**src/rtl/call_dispatcher.sv**
```systemverilog
// Pending-call latch and SCAN-ordered dispatcher feeding one floor at a time
// to the elevator controller's button input.
module call_dispatcher #(
    parameter int ISSUE_TIMEOUT = 63
) (
    input  logic       clk,
    input  logic       rst,
    input  logic [6:0] call_req,
    input  logic       move_up,
    input  logic       move_down,
    input  logic       door_open,
    output logic [2:0] button,
    output logic [6:0] pending,
    output logic       dir_up,
    output logic [2:0] cur_floor
);
    typedef enum logic [1:0] {
        D_IDLE       = 2'd0,
        D_ISSUE      = 2'd1,
        D_WAIT_CLOSE = 2'd2
    } state_t;

    localparam logic [5:0] TIMEOUT = 6'(ISSUE_TIMEOUT);

    state_t     state, state_nxt;
    logic [5:0] cnt, cnt_nxt;
    logic [2:0] button_nxt, cur_nxt, tgt;
    logic [6:0] pending_nxt, req_mask, clr_mask;
    logic       dir_nxt, tgt_dir, quiet;
    logic       at_cur, any_above, any_below;
    logic [2:0] lo_above, hi_below;

    assign quiet = !move_up && !move_down;

    // Nearest pending floor on each side of the current floor.
    always_comb begin
        at_cur    = 1'b0;
        any_above = 1'b0;
        any_below = 1'b0;
        lo_above  = '0;
        hi_below  = '0;
        for (int f = 7; f >= 1; f--) begin
            if (pending[f-1] && f > int'(cur_floor)) begin
                lo_above  = 3'(f);
                any_above = 1'b1;
            end
        end
        for (int f = 1; f <= 7; f++) begin
            if (pending[f-1]) begin
                if (f == int'(cur_floor)) at_cur = 1'b1;
                if (f < int'(cur_floor)) begin
                    hi_below  = 3'(f);
                    any_below = 1'b1;
                end
            end
        end
    end

    // SCAN: keep sweeping while calls remain ahead, otherwise reverse.
    always_comb begin
        tgt     = cur_floor;
        tgt_dir = dir_up;
        if (!at_cur) begin
            if (dir_up) begin
                if (any_above) tgt = lo_above;
                else begin
                    tgt     = hi_below;
                    tgt_dir = 1'b0;
                end
            end else begin
                if (any_below) tgt = hi_below;
                else begin
                    tgt     = lo_above;
                    tgt_dir = 1'b1;
                end
            end
        end
    end

    always_comb begin
        state_nxt  = state;
        button_nxt = button;
        dir_nxt    = dir_up;
        cur_nxt    = cur_floor;
        cnt_nxt    = cnt;
        req_mask   = call_req;
        clr_mask   = '0;
        case (state)
            D_IDLE: begin
                button_nxt = '0;
                if (pending != '0 && quiet && !door_open) begin
                    button_nxt = tgt;
                    dir_nxt    = tgt_dir;
                    cnt_nxt    = '0;
                    state_nxt  = D_ISSUE;
                end
            end
            D_ISSUE: begin
                if (door_open) begin
                    cur_nxt    = button;
                    clr_mask   = 7'b1 << (button - 3'd1);
                    button_nxt = '0;
                    state_nxt  = D_WAIT_CLOSE;
                end else if (cnt == TIMEOUT) begin
                    button_nxt = '0;
                    state_nxt  = D_IDLE;
                end else if (quiet) begin
                    cnt_nxt = cnt + 6'd1;
                end
            end
            D_WAIT_CLOSE: begin
                button_nxt = '0;
                // The door is open at this floor; a press here is already served.
                req_mask   = call_req & ~(7'b1 << (cur_floor - 3'd1));
                if (!door_open) state_nxt = D_IDLE;
            end
            default: begin
                button_nxt = '0;
                state_nxt  = D_IDLE;
            end
        endcase
        pending_nxt = (pending | req_mask) & ~clr_mask;
    end

    always_ff @(posedge clk) begin
        if (rst) begin
            state     <= D_IDLE;
            button    <= '0;
            pending   <= '0;
            dir_up    <= 1'b1;
            cur_floor <= 3'd1;
            cnt       <= '0;
        end else begin
            state     <= state_nxt;
            button    <= button_nxt;
            pending   <= pending_nxt;
            dir_up    <= dir_nxt;
            cur_floor <= cur_nxt;
            cnt       <= cnt_nxt;
        end
    end
endmodule

```
**config.mk**
```make
export PLATFORM = sky130hd
export DESIGN_NAME = call_dispatcher
export DESIGN_NICKNAME = d
export VERILOG_FILES = /design/src/rtl/call_dispatcher.sv
export SDC_FILE = /design/constraint.sdc
export NUM_CORES = 1
export LEC_CHECK = 0
export ABC_AREA = 0
export CAP_MARGIN = 40
export CORE_MARGIN = 5
export CORE_UTILIZATION = 50
export CTS_CLUSTER_SIZE = 28
export DETAILED_ROUTE_END_ITERATION = 8
export PLACE_DENSITY = 0.76
export SLEW_MARGIN = 20
export SYNTH_ARGS = -nofsm -noshare
export SYNTH_HDL_FRONTEND = slang
export SYNTH_SLANG_ARGS = --single-unit
```
**constraint.sdc**
```tcl
create_clock -name clk -period 1.7 [get_ports clk]
set_input_delay 0.34 -clock clk [delete_from_list [all_inputs] [get_ports clk]]
set_output_delay 0.34 -clock clk [all_outputs]
set_load 0.03 [all_outputs]
```
== Word level (Yosys, flattened, before mapping) ==
Index checks and enable logic that the tools add are counted.
Storage, ports and cells
  flip-flop bits (word level): 22
  input bits: 12
  output and inout bits: 14
  word-level logic and storage cells: 142
Cells by class
  add/sub/neg operators: 3
  $lt $le $gt $ge: 13
  eq/ne operators: 16
  shift operators: 2
  multiplexer cells: 76
  bitwise logic cells: 6
  reductions and logical operators: 20
Operators with widths (number)
  $mux 3: 24
  $mux 1: 38
  $mux 6: 4
  $mux 7: 3
  $and 7x7->7: 2
  $not 7->7: 2
  $shl 1x3->7 const A: 2
  $eq 3x3->1 const A: 4
  $gt 3x3->1 const A: 4
  $pmux 6 s2: 1
  $logic_and 1x1->1: 10
  $ne 2x2->1 const B: 5
  $lt 3x3->1 const A: 3
  $mux 2: 4
  $or 7x7->7: 1
  $reduce_bool 7->1: 1
  $add 6x1->6 const B: 1
  $eq 2x3->1 const A: 2
  $eq 6x6->1 const B: 1
  $gt 2x3->1 const A: 2
  $lt 2x3->1 const A: 2
  $pmux 2 s3: 1
  $pmux 3 s2: 1
  $reduce_and 3->1: 2
  other kinds (13): 16

== Depth between registers and ports, before layout ==
  depth after elaboration: 18
  gate-level depth with buffers: 8
  mapped depth without buffers: 7

== Worst setup path after synthesis ==
Ideal clock, no wire load.
  kind: reg-to-reg
  start point: register cur_floor[1]
  end point: register dir_up
  library setup time: 0.128 ns
  arrival: 1.673 ns
  path slack: -0.101 ns
  stages on the path, launching flop included: 9
  period minus slack after synthesis: 1.801 ns
  path through: dfxtp_1 -> buf_6 -> mux2i_1 -> nand2_1 -> nand3_1 -> o311ai_2 -> or2_1 -> o21ai_1 -> o211ai_1
Between the ends
  longest elaborated chain between the ends: 17
  elaborated cells between the ends (all ways): 65
  classes of those cells: 13 x order compare; 7 x eq/ne; 36 x mux; 1 x bitwise; 8 x reduce/logical
RTL lines
  start, declared: RTL line 15  | output logic [2:0] cur_floor
  start signal, assigned: RTL line 138  | cur_floor <= cur_nxt;
  $eq 2x3->1: RTL line 50  | if (f == int'(cur_floor)) at_cur = 1'b1;
  $mux 1: RTL line 50
  $mux 1: RTL line 49  | if (pending[f-1]) begin
  $mux 1: RTL line 50
  $mux 1: RTL line 49
  $mux 1: RTL line 50
  $mux 1: RTL line 49
  $mux 1: RTL line 50
  $mux 1: RTL line 49
  $mux 1: RTL line 50
  $mux 1: RTL line 49
  $mux 1: RTL line 50
  $mux 1: RTL line 49
  $mux 1: RTL line 50
  $mux 1: RTL line 49
  $not 1->1 (no line)
  $reduce_and 3->1 (no line)
  end signal, assigned: RTL line 137  | dir_up <= dir_nxt;
  end, declared: RTL line 14  | output logic dir_up,
Several ways; a longest one is shown, not always the timed one.
A chain may end at the register's enable or synchronous reset.

== Worst setup path after layout ==
  start point: register cur_floor[1]
  end point: register button[0]
Between the ends
  longest elaborated chain between the ends: 18
  elaborated cells between the ends (all ways): 85
  classes of those cells: 13 x order compare; 7 x eq/ne; 58 x mux; 7 x reduce/logical
RTL lines
  $lt 1x3->1 or $eq 2x3->1 (tied branches): RTL line 51, 50
  $mux 1, on equally long branches: RTL line 51, 50
  $mux 1: RTL line 49
  $mux 3, or another cell as far along: RTL line 51  | if (f < int'(cur_floor)) begin
  $mux 3 or $mux 1 (tied branches): RTL line 49
  $mux 3, or another cell as far along: RTL line 51
  $mux 3 or $mux 1 (tied branches): RTL line 49
  $mux 3, or another cell as far along: RTL line 51
  [2 not listed]
  $mux 3 or $mux 1 (tied branches): RTL line 49
  $mux 3, or another cell as far along: RTL line 51
  $mux 3 or $mux 1 (tied branches): RTL line 49
  $mux 3, or another cell as far along: RTL line 71  | if (any_below) tgt = hi_below;
  $mux 3 or $mux 1 (tied branches): RTL line 64, 49
  $mux 3 (*): RTL line 63  | if (!at_cur) begin
  $mux 3 (*): RTL line 91  | if (pending != '0 && quiet && !door_open) begin
  $pmux 3 s2 (*): RTL line 88  | case (state)
  end signal, assigned: RTL line 135  | button <= button_nxt;
  end, declared: RTL line 12  | output logic [2:0] button,
Every way passes the cells marked *; elsewhere a longest branch is shown, timed or not.

==> summary.txt <==
Setup path
  – Critical Path RT: 1920 ps
  – CP Capture Type: flop
  – Critical Path AT: 2000 ps
  – Crit Path Category: flop to flop
  – Startpoint types: flop
  – Crit-path max FO: 6
  – Worst reg2reg path depth: 7

Route
  – Final ANT Viol Nets: 0
  – Routed length per instance: 17.2 µm
  – Via count: 1871
  – Number of detailed-route iterations in the first pass: 4
  – DR vias/cell: 5.90
  – Drt total wl: 5450 µm
  – DRC: 0
  – 1st-iter DRT viols: 137

CTS
  – CTS tree: built
  – Worst-Skew Late Latency: 320 ps
  – Clock Tree Root: clkbuf_4
  – CTS Sinks: 22
  – Clock Path Buffers: 2
  – CTS Buf Count: 3
  – H-tree depth: 1
  – CTS hold repair buffers: 0
  – Clock slew at reported path FFs: 120 ps

Cells and area
  – Area growth, synth to finish: 52.6%
  – Final instance area: 2400 µm²
  – Fill cell count: 204
  – Diode count: 0
  – Layout cells sized above 1: 38.5%
  – Layout Nets: 288

Floorplanning
  – Die height: 66.1 µm
  – Initial Util: 52.0%
  – Die X: 66.1 µm
  – Core ar.: 3030 µm²
  – Die Footprint: 4370 µm²
  – FP Rows: 20
  – IO Count: 26

Timing
  – Setup slack after layout: -77.8 ps
  – Hold Violations, Final: 0
  – Final setup viols: 3
  – Pins over their slew limit: 0
  – FMAX: 0.562 GHz
  – Unrepaired setup endpoints after global routing: yes
  – WHS: 472 ps
  – Tmin final: 1780 ps
  – Clock Skew: 3.91 ps
  – Max-slew headroom: 76.0%
  – Slew @ Worst Pin: 357 ps
  – Final Cycle Share: 105%

Placement
  – Routability-driven placement congestion ratio: 0.916
  – Post-DP HPWL: 3970 µm
  – Dpl cell area: 2160 µm²
  – Pre-CTS setup slack: -321 ps
  – Buffers on Ports: 25

Status
  – Violated checks: negative setup slack
  – Status: finished with violations

GRT
  – Grt ovf: 0
  – Vias in the first global route: 1963
  – Global Route Usage Sum: 27.0%
  – Largest net degree at the start of global routing: 14
  – First-pass GRT wire length: 9140 µm
  – Antenna violations before repair: 0

Yosys
  – Seq cells post-synth: 22
  – Ys async rst share: 0%
  – Post-synth EDFFs: 0
  – Post-synthesis instance total: 198
  – Mapped Nets: 212
  – Synthesized area: 1570 µm²
  – Syn. warnings: 0
  – Seq/Total Area, Yosys: 28.0%
  – Post-synth top flop: dfxtp_1
  – Unique masters post-synth: 49
  – Avg Synthesized Cell Area: 7.95 µm²

Power
  – Cell Int Power: 0.936 mW
  – Worst ir drop on vdd: 0.649 mV
  – Seq pwr share: 42.6%
  – Final Power: 1.33 mW
  – PwrDens: 553 nW/µm²
  – Psw: 0.392 mW
  – Sw frac: 29.5%
  – Leakage power: 1.01 nW
  – Comb power frac: 26.7%
  – Clock power frac: 30.8%

Min path
  – Hold crit path type: input pin to flop
  – Hold Path Stages: 3

Job
  – Max-cap violations: 0
[final timing paths]
| path | slack (ps) | start | to |
|---|---|---|---|
| setup / recovery | -80 | cur_floor[1] | button[0] |
| hold reg to reg | 490 | cnt[1] | cnt[1] |
| setup reg to reg | -80 | cur_floor[1] | button[0] |
| hold / removal | 470 | door_open | pending[3] |
[cell type report]
| type | instances | area, µm² | area share (%) |
|---|---|---|---|
| Tap cell | 44 | 55.1 | 2.29 |
| Clock buffer | 3 | 22.5 | 0.938 |
| Multi-Input combinational cell | 156 | 1120 | 46.7 |
| Clock inverter | 1 | 30.0 | 1.25 |
| Inverter | 10 | 37.5 | 1.56 |
| Timing Repair Buffer | 81 | 668 | 27.8 |
| Sequential cell | 22 | 467 | 19.4 |
[layer usage]
| metal | GRT usage, % | part of all wire (%) | up-vias | wire length (µm) |
|---|---|---|---|---|
| li1 | - | - | 875 | - |
| met1 | 30.0 | 38 | 874 | 2070 |
| met5 | 0 | 0 | - | 0 |
| met2 | 47.8 | 51 | 94 | 2760 |
| met3 | 3.74 | 6.2 | 28 | 340 |
| met4 | 17.0 | 5.1 | 0 | 280 |
[power by group through the flow]
stage	clock, mW	combinational, mW	sequential, mW
6_report	0.409	0.354	0.565
5_1_grt	0.440	0.379	0.567
4_1_cts	0.410	0.323	0.565
3_5_place_dp	0	0.319	0.576
3_3_place_gp	0	0.312	0.576
2_1_floorplan	0	0.134	0.601
[critical path, stage by stage, from the launching register on]
cell	delay [ps]
dfxtp_4	390
buf_6	130
a31oi_4	180
o32ai_4	120
a2111oi_4	290
inv_1	130
a221oi_2	290
o32ai_2	130
[Yosys cell counts (all sizes together) (3+ instances only)]
cell	number	area [µm²]
a211oi	4	30.0
a311oi	3	26.3
nor2	20	75.1
clkbuf	4	26.3
and2b	4	33.8
inv	10	37.5
xor2	5	43.8
and3	4	25.0
o31ai	4	35.0
o21ai	14	77.6
buf	6	61.3
dfxtp	22	440
nand4	6	37.5
a21oi	25	125
nand2b	4	25.0
nand2	19	71.3
nand3	14	70.1
[layout by cell type, fill, tap and decap left out, types with 3 or more instances in the layout]
master	count
nand2_1	17
a21oi_2	3
dfxtp_2	3
a311oi_1	3
clkdlybuf4s50_1	8
nor2_2	4
o21ai_2	4
inv_2	3
buf_4	55
dlymetal6s2s_1	3
dfxtp_4	6
a21oi_1	22
o21ai_1	4
clkbuf_4	3
nand3_1	13
and3_1	4
inv_1	7
dlygate4sd2_1	12
xor2_1	5
a211oi_1	4
dfxtp_1	13
o21ai_0	6
nand4_1	6
nor2_1	15
[what timing repair did]
item                       4_1_cts  5_1_grt
setup endpoints to repair       18       12
pin swaps                        4       10
buffers inserted                 3        6
gates resized for setup         34       24
[flip-flops by register name, summed over array words and instances, names as in the netlist]
signal,flops
button,3
cnt,6
cur_floor,3
dir_up,1
pending,7
state,2
[kinds of logic after synthesis]
group | Yosys count | synth area share [%]
xor gates and xnor gates | 6 | 3.34
DFF | 22 | 28.0
AOI/OAI and AO/OA | 67 | 32.0
adders and majority gates | 2 | 1.59
muxes | 2 | 1.27
buffers and inverters | 20 | 7.95
and+or+nand+nor | 79 | 25.9
[metrics by stage]
stage          TNS (ps)  std cells  util [%]
2_1_floorplan         0        198         -
3_3_place_gp      -1720        305      71.2
3_5_place_dp      -2450        305      71.2
4_1_cts            -154        312      75.2
5_1_grt            -611        317      79.3
6_report           -207        317      79.3
Note: power is estimated with default switching activity, not from simulation.
==> edit: new RTL, config.mk and constraints unchanged <==
The 3 states of `state_t` get a one-hot encoding in 3 bits.
--- a/src/rtl/call_dispatcher.sv
+++ b/src/rtl/call_dispatcher.sv
@@ -15,8 +15,8 @@
     output logic [2:0] cur_floor
 );
-    typedef enum logic [1:0] {
-        D_IDLE       = 2'd0,
-        D_ISSUE      = 2'd1,
-        D_WAIT_CLOSE = 2'd2
+    typedef enum logic [2:0] {
+        D_IDLE       = 3'b001,
+        D_ISSUE      = 3'b010,
+        D_WAIT_CLOSE = 3'b100
     } state_t;
 
Formal check against the unedited RTL: no difference found for any inputs over 10 cycles, from zero or initial values and one cycle with rst high; not proved beyond that.
==> edit against the unedited design <==
  * The run still ends with negative setup slack left
  * Sequential share of layout area grew 2.4 points
  * Total power decreased by 15%
  * Area after synthesis increased by 0.16%
  * Routed wire length decreased by 5.5%
  * Worst setup slack improved by 16 ps
  * Core utilization shrank 5.1 points
  * Sequential cell count is 1 higher
  * Final area down 6.4%
  * Hold slack better by 73 ps
==> edit: results (changes against the unedited design) <==
| Metric | Value |
|---|---|
| Peak VDD IR | 0.228 mV (-65%) |
| P_clk | 260 uW (-36%) |
| Postcts setup bufs | 7 (+4) |
| Clk_skew | 8.24 ps (+4.33 ps) |
| Tcrit/Tclk final | 104% (-0.96 points) |
| Status | finished, violations left |
| Leakage power | 0.960 nW (-4.7%) |
| Syn_nets | 208 (-1.9%) |
| Drt via density | 6.19 (+4.9%) |
| Total track usage | 24.0% (-3.0 points) |
| Routability cong. | 0.905 (-1.2%) |
| Worst Slack Setup Final | -61.4 ps (+16.4 ps) |
| Vias in the first global route | 1726 (-12%) |
| Final net count | 262 (-9.0%) |
| Most instantiated cells after synthesis | nor2_1 (24), dfxtp_1 (23), a21oi_1 (17) |
| Clk pwr share | 23.1% (-7.7 points) |
| Arrival time worst endpoint | 1980 ps (-20 ps) |
| Ranking of synthesized cells by area | dfxtp_1 (29%), nor2_1 (5.7%), a21oi_1 (5.4%) |
| Violated checks | negative setup slack |
| Resized cells post-CTS | 23 (-32%) |
| Pre-CTS setup slack | -491 ps (-170 ps) |
| Final-report setup violation count | 3 (unchanged) |
| Total Neg Setup Slack | -105 ps (+103 ps) |
| Net switching power figure | 344 uW (-12%) |
| Worst-margin pin slew | 341 ps (-15.7 ps) |
| Drt total wl | 5150 um (-5.5%) |
[edit: critical path, stage by stage, from the launching register on]
cell	delay, ps
dfxtp_4	410
buf_6	120
o2bb2ai_4	120
nand4_1	110
o31a_1	370
nand2b_4	170
mux2i_1	120
o32ai_1	240
[edit: final timing paths]
check | from | endpoint | slack (ps) | depth (start not counted)
min reg2reg | cnt[1]$_SDFFE_PP0P_ | cnt[1]$_SDFFE_PP0P_ | 540 | 2
max | cur_floor[1]$_SDFFE_PP0P_ | button[0]$_SDFFE_PP0P_ | -60 | 7
max reg2reg | cur_floor[1]$_SDFFE_PP0P_ | button[0]$_SDFFE_PP0P_ | -60 | 7
min | cnt[1]$_SDFFE_PP0P_ | cnt[1]$_SDFFE_PP0P_ | 540 | 2
[edit: area by class of cell]
| type | count | area share (%) |
|---|---|---|
| Clock buffer | 4 | 1.17 |
| Inverter | 8 | 1.34 |
| Sequential cell | 23 | 21.9 |
| Multi-Input combinational cell | 148 | 48.5 |
| Tap cell | 44 | 2.45 |
| Timing Repair Buffer | 64 | 24.7 |
[edit: metal layers]
layer  share of wire, %  track usage, %  routed length (um)
met5                  0               0                   0
met4                2.5            11.2                 128
met3                7.7            2.04                 397
met2                 50            39.9                2580
met1                 40            31.1                2040
[edit: kinds of logic after synthesis]
family	share of synthesized area (%)
flip-flops	29.2
adder cells (fa/ha/maj)	1.59
AND/OR/NAND/NOR	27.1
AO/OA/AOI/OAI	26.8
XOR/XNOR	3.33
buffers and inverters	8.49
multiplexers	3.41
[edit: stage by stage]
stage               cell area, um^2  utilization (%)  cells
floorplan                      1620                -    194
global placement               2040             67.5    278
detailed placement             2040             67.5    278
CTS                            2150             70.9    289
global route                   2250             74.3    291
finish                         2250             74.3    291
